File: config.mk
export PLATFORM = sky130hd
export DESIGN_NAME = link_tx
export DESIGN_NICKNAME = d
export VERILOG_FILES = /design/src/rtl/link_tx.sv
export SDC_FILE = /design/constraint.sdc
export NUM_CORES = 1
export LEC_CHECK = 0
export CAP_MARGIN = 20
export CORE_UTILIZATION = 33
export CTS_CLUSTER_SIZE = 30
export DETAILED_ROUTE_END_ITERATION = 12
export PLACE_DENSITY = 0.81
export SETUP_SLACK_MARGIN = 0.5
export SYNTH_ARGS = -nofsm -noshare
export SYNTH_HDL_FRONTEND = slang
export SYNTH_SLANG_ARGS = --single-unit
export TNS_END_PERCENT = 30
File: constraint.sdc
create_clock -name clk -period 2 [get_ports clk]
set_clock_uncertainty 0.15 [all_clocks]
set_input_delay 0.3 -clock clk [delete_from_list [all_inputs] [get_ports clk]]
set_output_delay 0.3 -clock clk [all_outputs]
set_load 0.01 [all_outputs]
File: src/rtl/link_tx.sv
// link_tx: moves flits from a source FIFO onto a 4-phase req/ack link.
// Each flit is popped in IDLE, presented with req high in REQ, and the
// handshake completes in REL once the receiver drops ack.
// Optional feature macro: LINK_TX_COUNT_EN enables the completed-flit counter
// on tx_count; without it tx_count is tied to zero and no counter exists.
module link_tx #(
    parameter int ID   = -1,
    parameter int SIZE = 8
) (
    input  logic            clk,
    input  logic            reset,
    input  logic            fifo_empty,
    input  logic [SIZE-1:0] fifo_item,
    output logic            fifo_read,
    output logic [SIZE-1:0] data,
    output logic            req,
    input  logic            ack,
    output logic            busy,
    output logic [15:0]     tx_count
);

    typedef enum logic [1:0] {
        IDLE = 2'd0,
        REQ  = 2'd1,
        REL  = 2'd2
    } state_t;

    state_t state;
    state_t next_state;

    // The instance identifier has no effect on the logic; only reject nonsense values.
    if (ID < -1) begin : g_id_check
        $error("link_tx: ID must be -1 or a non-negative instance number");
    end

    // Next-state decode; a pop is only legal from IDLE with data available and ack low.
    always_comb begin
        next_state = state;
        fifo_read  = 1'b0;
        case (state)
            IDLE: begin
                if (!fifo_empty && !ack) begin
                    fifo_read  = 1'b1;
                    next_state = REQ;
                end
            end
            REQ: begin
                if (ack) begin
                    next_state = REL;
                end
            end
            REL: begin
                if (!ack) begin
                    next_state = IDLE;
                end
            end
            default: begin
                next_state = IDLE;
            end
        endcase
    end

    // State register; reset abandons any flit in flight.
    always_ff @(posedge clk or negedge reset) begin
        if (!reset) begin
            state <= IDLE;
        end else begin
            state <= next_state;
        end
    end

    // Request is high exactly while the machine sits in REQ, registered for a clean link.
    always_ff @(posedge clk or negedge reset) begin
        if (!reset) begin
            req <= 1'b0;
        end else begin
            req <= (next_state == REQ);
        end
    end

    // Flit register captures the FIFO head on the pop edge and otherwise holds.
    always_ff @(posedge clk or negedge reset) begin
        if (!reset) begin
            data <= '0;
        end else if (fifo_read) begin
            data <= fifo_item;
        end
    end

    assign busy = (state != IDLE);

`ifdef LINK_TX_COUNT_EN
    logic        done;
    logic [15:0] count_q;

    assign done = (state == REL) && !ack;

    // Completed-flit counter, bumped on every REL to IDLE return and wrapping naturally.
    always_ff @(posedge clk or negedge reset) begin
        if (!reset) begin
            count_q <= 16'h0000;
        end else if (done) begin
            count_q <= count_q + 16'h0001;
        end
    end

    assign tx_count = count_q;
`else
    assign tx_count = 16'h0000;
`endif

endmodule

==> metrics.md <==
| Metric | Value |
|---|---|
| Status | `finished, final reports clean` |
| Element type at the critical path start | `primary input` |
| Sort of element at the end of the critical path | `output port` |
| Core box area | `1520 um^2` |
| Site Rows | `14` |
| Ys Warns | `0` |
| Maximum clock path buffer count | `2` |
| Maximum net fanout on the critical path | `2` |
| Final WL | `993 um` |
| Setup repair after global routing missed its margin | `true` |
| DR DRC count | `0` |
| Quantity of hold-fixing buffers added after cts | `0` |
| Min-delay worst type | `primary input to async pin` |
| Final period demand of the worst path | `1.71 ns` |
| Relative slew margins | `65.3%` |
| Fraction of the mapped netlist area in compound gates | `2.73%` |
| Maximum number of pins on one net before global-route repair | `12` |
| Die Outline Area | `1840 um^2` |
| WP data required | `1.55 ns` |
| Post-route insts no fill | `91` |
| Routed via count divided by cell count | `4.05` |
| Most common cell after layout, fill and taps aside | `clkdlybuf4s50_1` |
| Total global-route track usage | `11.7%` |
| Count of final max-slew check failures | `0` |
| Number of nets in the finished design | `88` |
| XOR/XNOR Fraction of Synth Area | `1.59%` |
| Dominant combinational cell family by area after synthesis | `buffers and inverters` |
| Placed insts | `82` |
| Total met3 wirelength after detailed routing | `86 um` |
| Setup Viol. Count Final | `0` |
| Post-Synthesis Cell Area | `551 um^2` |
| Peak supply drop | `483 uV` |
| Distinct cell type count after synthesis | `10` |
| Final Hold Vio Count | `0` |
| Post-Route Setup TNS | `0 ns` |
| Number of antenna repair diodes | `0` |
| Area share of fa/ha/maj cells after synthesis | `0%` |
| Initial antenna violation count | `0` |
| Area Growth Syn to Fin | `51.4%` |
| Number of routed nets with antenna violations | `0` |
| Routability Congestion | `0.645` |
| Number of maximum-capacitance constraint violations | `0` |
| Type of the worst setup path | `primary input to output port` |
| Port Buffer Count | `22` |
| Height of the die | `42.8 um` |
| DRT Pass-1 Iters | `2` |
| Achievable frequency | `585 MHz` |
| Horizontal die dimension | `42.8 um` |
| Cell count after synthesis | `43` |
| Fin crit share | `85.5%` |
| Total number of vias | `369` |
| Clock-pin slew on the worst setup and hold paths | `0.07 ns` |
| Arrival time of the worst setup path | `1.26 ns` |
| Met1 WL | `386 um` |
| Fraction of the yosys area taken by sequential cells | `50.0%` |
| Length in cells of the worst reg-to-reg path | `5` |
| Total number of clock tree sinks | `11` |
| Root Buffer Master | `clkbuf_4` |
| Number of buffers created by CTS | `3` |
| Number of DRC markers in iteration 0 | `2` |
| Transition time of the tightest slew-check pin | `0.519 ns` |
| Via count of the first global-routing pass | `359` |
| Initial core utilization | `36.1%` |
| Top Metal Used | `met3` |
| Post-synthesis sequential element count | `11` |
| Routed length per placed instance | `10.9 um` |
| Power density normalized to cell area | `896 nW/um^2` |
| Simple-gate portion of the synthesized area | `6.14%` |
| Post-DP HPWL | `706 um` |
| # H-tree levels | `1` |
| Clock tree from TritonCTS | `built` |
| Clock latency at the later pin of the worst-skew pair | `0.26 ns` |
| Sum of met2 wire segment lengths after detailed routing | `520 um` |
| Wire length of the first global-routing pass | `1540 um` |
| Leakage | `0.392 nW` |
| Total grt overflow | `0` |
| Share of post-route cells with drive strength above 1 | `30.7%` |
| Synth Area per Inst | `12.8 um^2` |
| Most frequent cells in the layout | `clkdlybuf4s50_1, conb_1, dfrtp_1` |
| Fraction of synthesized area in multiplexers | `16.4%` |
| Boundary Pins | `39` |
[cell type report]
| type | count | area, um^2 |
|---|---|---|
| Inverter | 1 | 3.75 |
| Sequential cell | 11 | 277 |
| Fill cell | 142 | 691 |
| Multi-Input combinational cell | 30 | 223 |
| Timing Repair Buffer | 29 | 284 |
| Tap cell | 16 | 20.0 |
| Clock buffer | 4 | 26.3 |
[path summary, 6_finish.rpt]
| path | startpoint | endpoint | slack, ns |
|---|---|---|---|
| worst max-delay path | ack | fifo_read | 0.29 |
| worst min-delay path | reset | data[1] | 0.23 |
| worst max register to register | state[0] | data[4] | 0.32 |
| worst min register to register | data[0] | data[0] | 0.36 |
| max in group asynchronous | reset | state[1] | 1.10 |
| min in group clk | data[0] | data[0] | 0.36 |
[synth_stat cells]
library cell	instances	area [um^2]
or2_2	1	6.26
mux2_2	8	90.1
a211oi_1	2	15.0
inv_1	1	3.75
nor4_4	1	21.3
and2_1	1	6.26
buf_4	16	120
xor2_1	1	8.76
dfrtp_1	11	275
conb_1	1	3.75
[registers in the layout, summed over array words and instances, names as in the netlist]
name,flops
data,8
state,2
req,1
[metal layers]
metal | vias to the layer above | global-route usage, %
met3 | 0 | 6.81
met1 | 174 | 11.2
met2 | 20 | 20.6
met5 | - | 0
met4 | 0 | 3.75
li1 | 175 | -
[worst max-delay path, cell delays in order]
cell and delay (ns):
clkdlybuf4s50_1 0.46, nor4_4 0.32, buf_2 0.19
[stage by stage]
stage	hold WS, ns	utilization [%]	power (W)	instance area, um^2	worst slack [ns]
2_1_floorplan	-0.146	-	0.000436	607	0.427
3_3_place_gp	0.337	48.7	0.000558	742	-0.108
3_5_place_dp	0.344	48.7	0.000566	742	-0.134
4_1_cts	0.234	52.0	0.000733	792	0.285
5_1_grt	0.259	54.7	0.000799	833	0.215
6_report	0.227	54.7	0.000746	833	0.290
[logic make-up after synthesis]
| kind of cell | after synthesis |
|---|---|
| buffers and inverters | 17 |
| flip-flops | 11 |
| multiplexers | 8 |
| AND/OR/NAND/NOR | 3 |
| AO/OA/AOI/OAI | 2 |
| XOR/XNOR | 1 |
| other | 1 |
[report_power, final]
part | total (W) | switching, W | internal [W]
sequential | 0.000303 | 0.0000264 | 0.000277
combinational | 0.000297 | 0.000105 | 0.000192
clock | 0.000146 | 0.0000694 | 0.0000771
total | 0.000746 | 0.000201 | 0.000546
[timing repair]
item / 4_1_cts / 5_1_grt
gates resized for setup: 11 / 7
pin swaps: 1 / 1
buffers inserted: 3 / 2
endpoints found under the setup margin: 19 / 19
No activity file was read; power rests on OpenSTA's default activity.
==> RTL edit, RTL diff (config.mk and constraints unchanged) <==
Add a define of `LINK_TX_COUNT_EN`.
--- a/src/rtl/link_tx.sv
+++ b/src/rtl/link_tx.sv
@@ -3,6 +3,8 @@
 // handshake completes in REL once the receiver drops ack.
 // Optional feature macro: LINK_TX_COUNT_EN enables the completed-flit counter
 // on tx_count; without it tx_count is tied to zero and no counter exists.
+`define LINK_TX_COUNT_EN
+
 module link_tx #(
     parameter int ID   = -1,
     parameter int SIZE = 8
Behaviour: not the same (a bounded check fails within 4 cycles, from zero or initial values and one cycle with reset low).
==> RTL edit against the original RTL <==
- synthesized area up 110%
- cell count up 120%
- power grew 98%
- combinational power rose by 84%
- worst setup slack got worse by 0.064 ns
- clock power increased by 56%
- synthesized cell count grew 100%
- routed wire length rose to 2.8 times the old value
- sequential share of layout area is 3.7 points higher
- design area up 120%
- sequential cell count up 16
==> RTL edit: results (changes against the original RTL) <==
metric	value	unit	change
dr.pass1.iters	4		+2
fin_cells	201		+120%
internal_power	1.033	mW	+89%
clkLatencyLatePin	0.32	ns	+0.06 ns
reg2reg_slack	0.23	ns	-0.09 ns
synth_area_leaders	dfrtp_1, xnor2_1, mux2_1, nor4_4, xor2_1		
holdWs	0.1815	ns	-0.04555 ns
critical_path_arrival	1.86	ns	+0.60 ns
worst_slew_pin_slew	0.3362	ns	-0.1823 ns
r2r-end	tx_count[11]$_DFFE_PN0P_		
slowest_stage	dfrtp_2		
grt_pass1_vias	897		+150%
dp.cells	176		+110%
grt_usage	15.53	%	+3.8 points
avgSynthCellArea	13.25	µm²	+3.5%
synthTopCellsByCount	dfrtp_1, xnor2_1, mux2_1, nand2_1, nand3_1		
port_buffers	38		+73%
layout-drive-gt1-share	31.61	%	+0.95 points
ir_drop	0.4960	mV	+2.7%
grt_pass1_wl	4202	µm	+170%
grt_max_degree	28		+16
nets	169		+92%
gp_congestion	0.7942		+23%
path_clk_slew	0.14	ns	+0.07 ns
leakage	0.9600	nW	+140%
worstPathMaxFanout	4		+2
drt_iter0_markers	18		+16
ys_seq_area_share	57.94	%	+7.9 points
status	finished, final reports clean		
RTL edit: cell types whose count changed after synthesis, sizes merged, moves of 3 or more:
| cell | before | now |
|---|---|---|
| nand4 | 0 | 4 |
| nand2 | 0 | 7 |
| nand3 | 0 | 6 |
| xor2 | 1 | 4 |
| dfrtp | 11 | 27 |
| buf | 16 | 1 |
| and3 | 0 | 3 |
| xnor2 | 0 | 12 |
RTL edit: timing repair:
action	CTS	global route
setup endpoints to repair	49	51
pin swaps	0	6
gates resized for setup	28	11
setup buffers	14	7
RTL edit: metal layers:
metal	vias up	share of wire, %	track usage, %	wire [µm]
met5	-	0	0	0
met4	0	0.42	5.397	12
met3	2	4.8	2.101	136
met2	35	51	26.40	1440
met1	467	44	20.43	1239
li1	448	-	-	-
RTL edit: per-stage QoR:
stage	util (%)	cell area [µm²]	setup slack, ns	total power, mW
global route	55.13	1854	0.1582	1.572
floorplan	-	1171	0.3958	0.9008
finish	55.13	1854	0.2253	1.478
CTS	52.60	1769	0.2280	1.455
global placement	48.74	1639	-0.09627	1.153
detailed placement	48.74	1639	-0.1250	1.172
RTL edit: final cells by class:
| type | instances | area, µm² |
|---|---|---|
| multi-input cells | 59 | 500.5 |
| clock buffers | 3 | 22.52 |
| clock inverters | 1 | 5.005 |
| fillers | 300 | 1509 |
| well taps | 46 | 57.56 |
| repair buffers | 64 | 581.8 |
| flip-flops and latches | 27 | 683.2 |
| inverters | 1 | 3.754 |
RTL edit: worst max-delay path by stage:
stage	cells past startpoint	startpoint	endpoint
2_1_floorplan	2	state[0]$_DFF_PN0_	data[0]$_DFFE_PN0P_
3_3_place_gp	3	ack	fifo_read
3_5_place_dp	3	ack	fifo_read
4_1_cts	5	state[0]$_DFF_PN0_	tx_count[11]$_DFFE_PN0P_
5_1_grt	6	state[0]$_DFF_PN0_	tx_count[5]$_DFFE_PN0P_
6_report	5	state[0]$_DFF_PN0_	tx_count[11]$_DFFE_PN0P_
RTL edit: kinds of logic after synthesis:
family	after synthesis	share of synthesized area, %
simple gates	31	18.03
compound gates	2	1.287
mux	9	8.691
fa+ha+maj	1	1.073
buf+inv	2	0.9656
flops	27	57.94
xor+xnor	16	12.02
RTL edit: power by group through the flow:
stage	logic (mW)	clock network [mW]	registers, mW
after floorplan	0.129	0	0.772
after global routing	0.589	0.265	0.718
after CTS	0.515	0.234	0.706
after global placement	0.405	0	0.748
final	0.545	0.228	0.704
after detailed placement	0.421	0	0.751
RTL edit: worst max-delay path, delay by kind of cell, from the launching register on:
family                    cells  cell delay [ns]
and+or+nand+nor               3             0.80
DFF                           1             0.43
xor gates and xnor gates      1             0.19
buffers and inverters         1             0.12
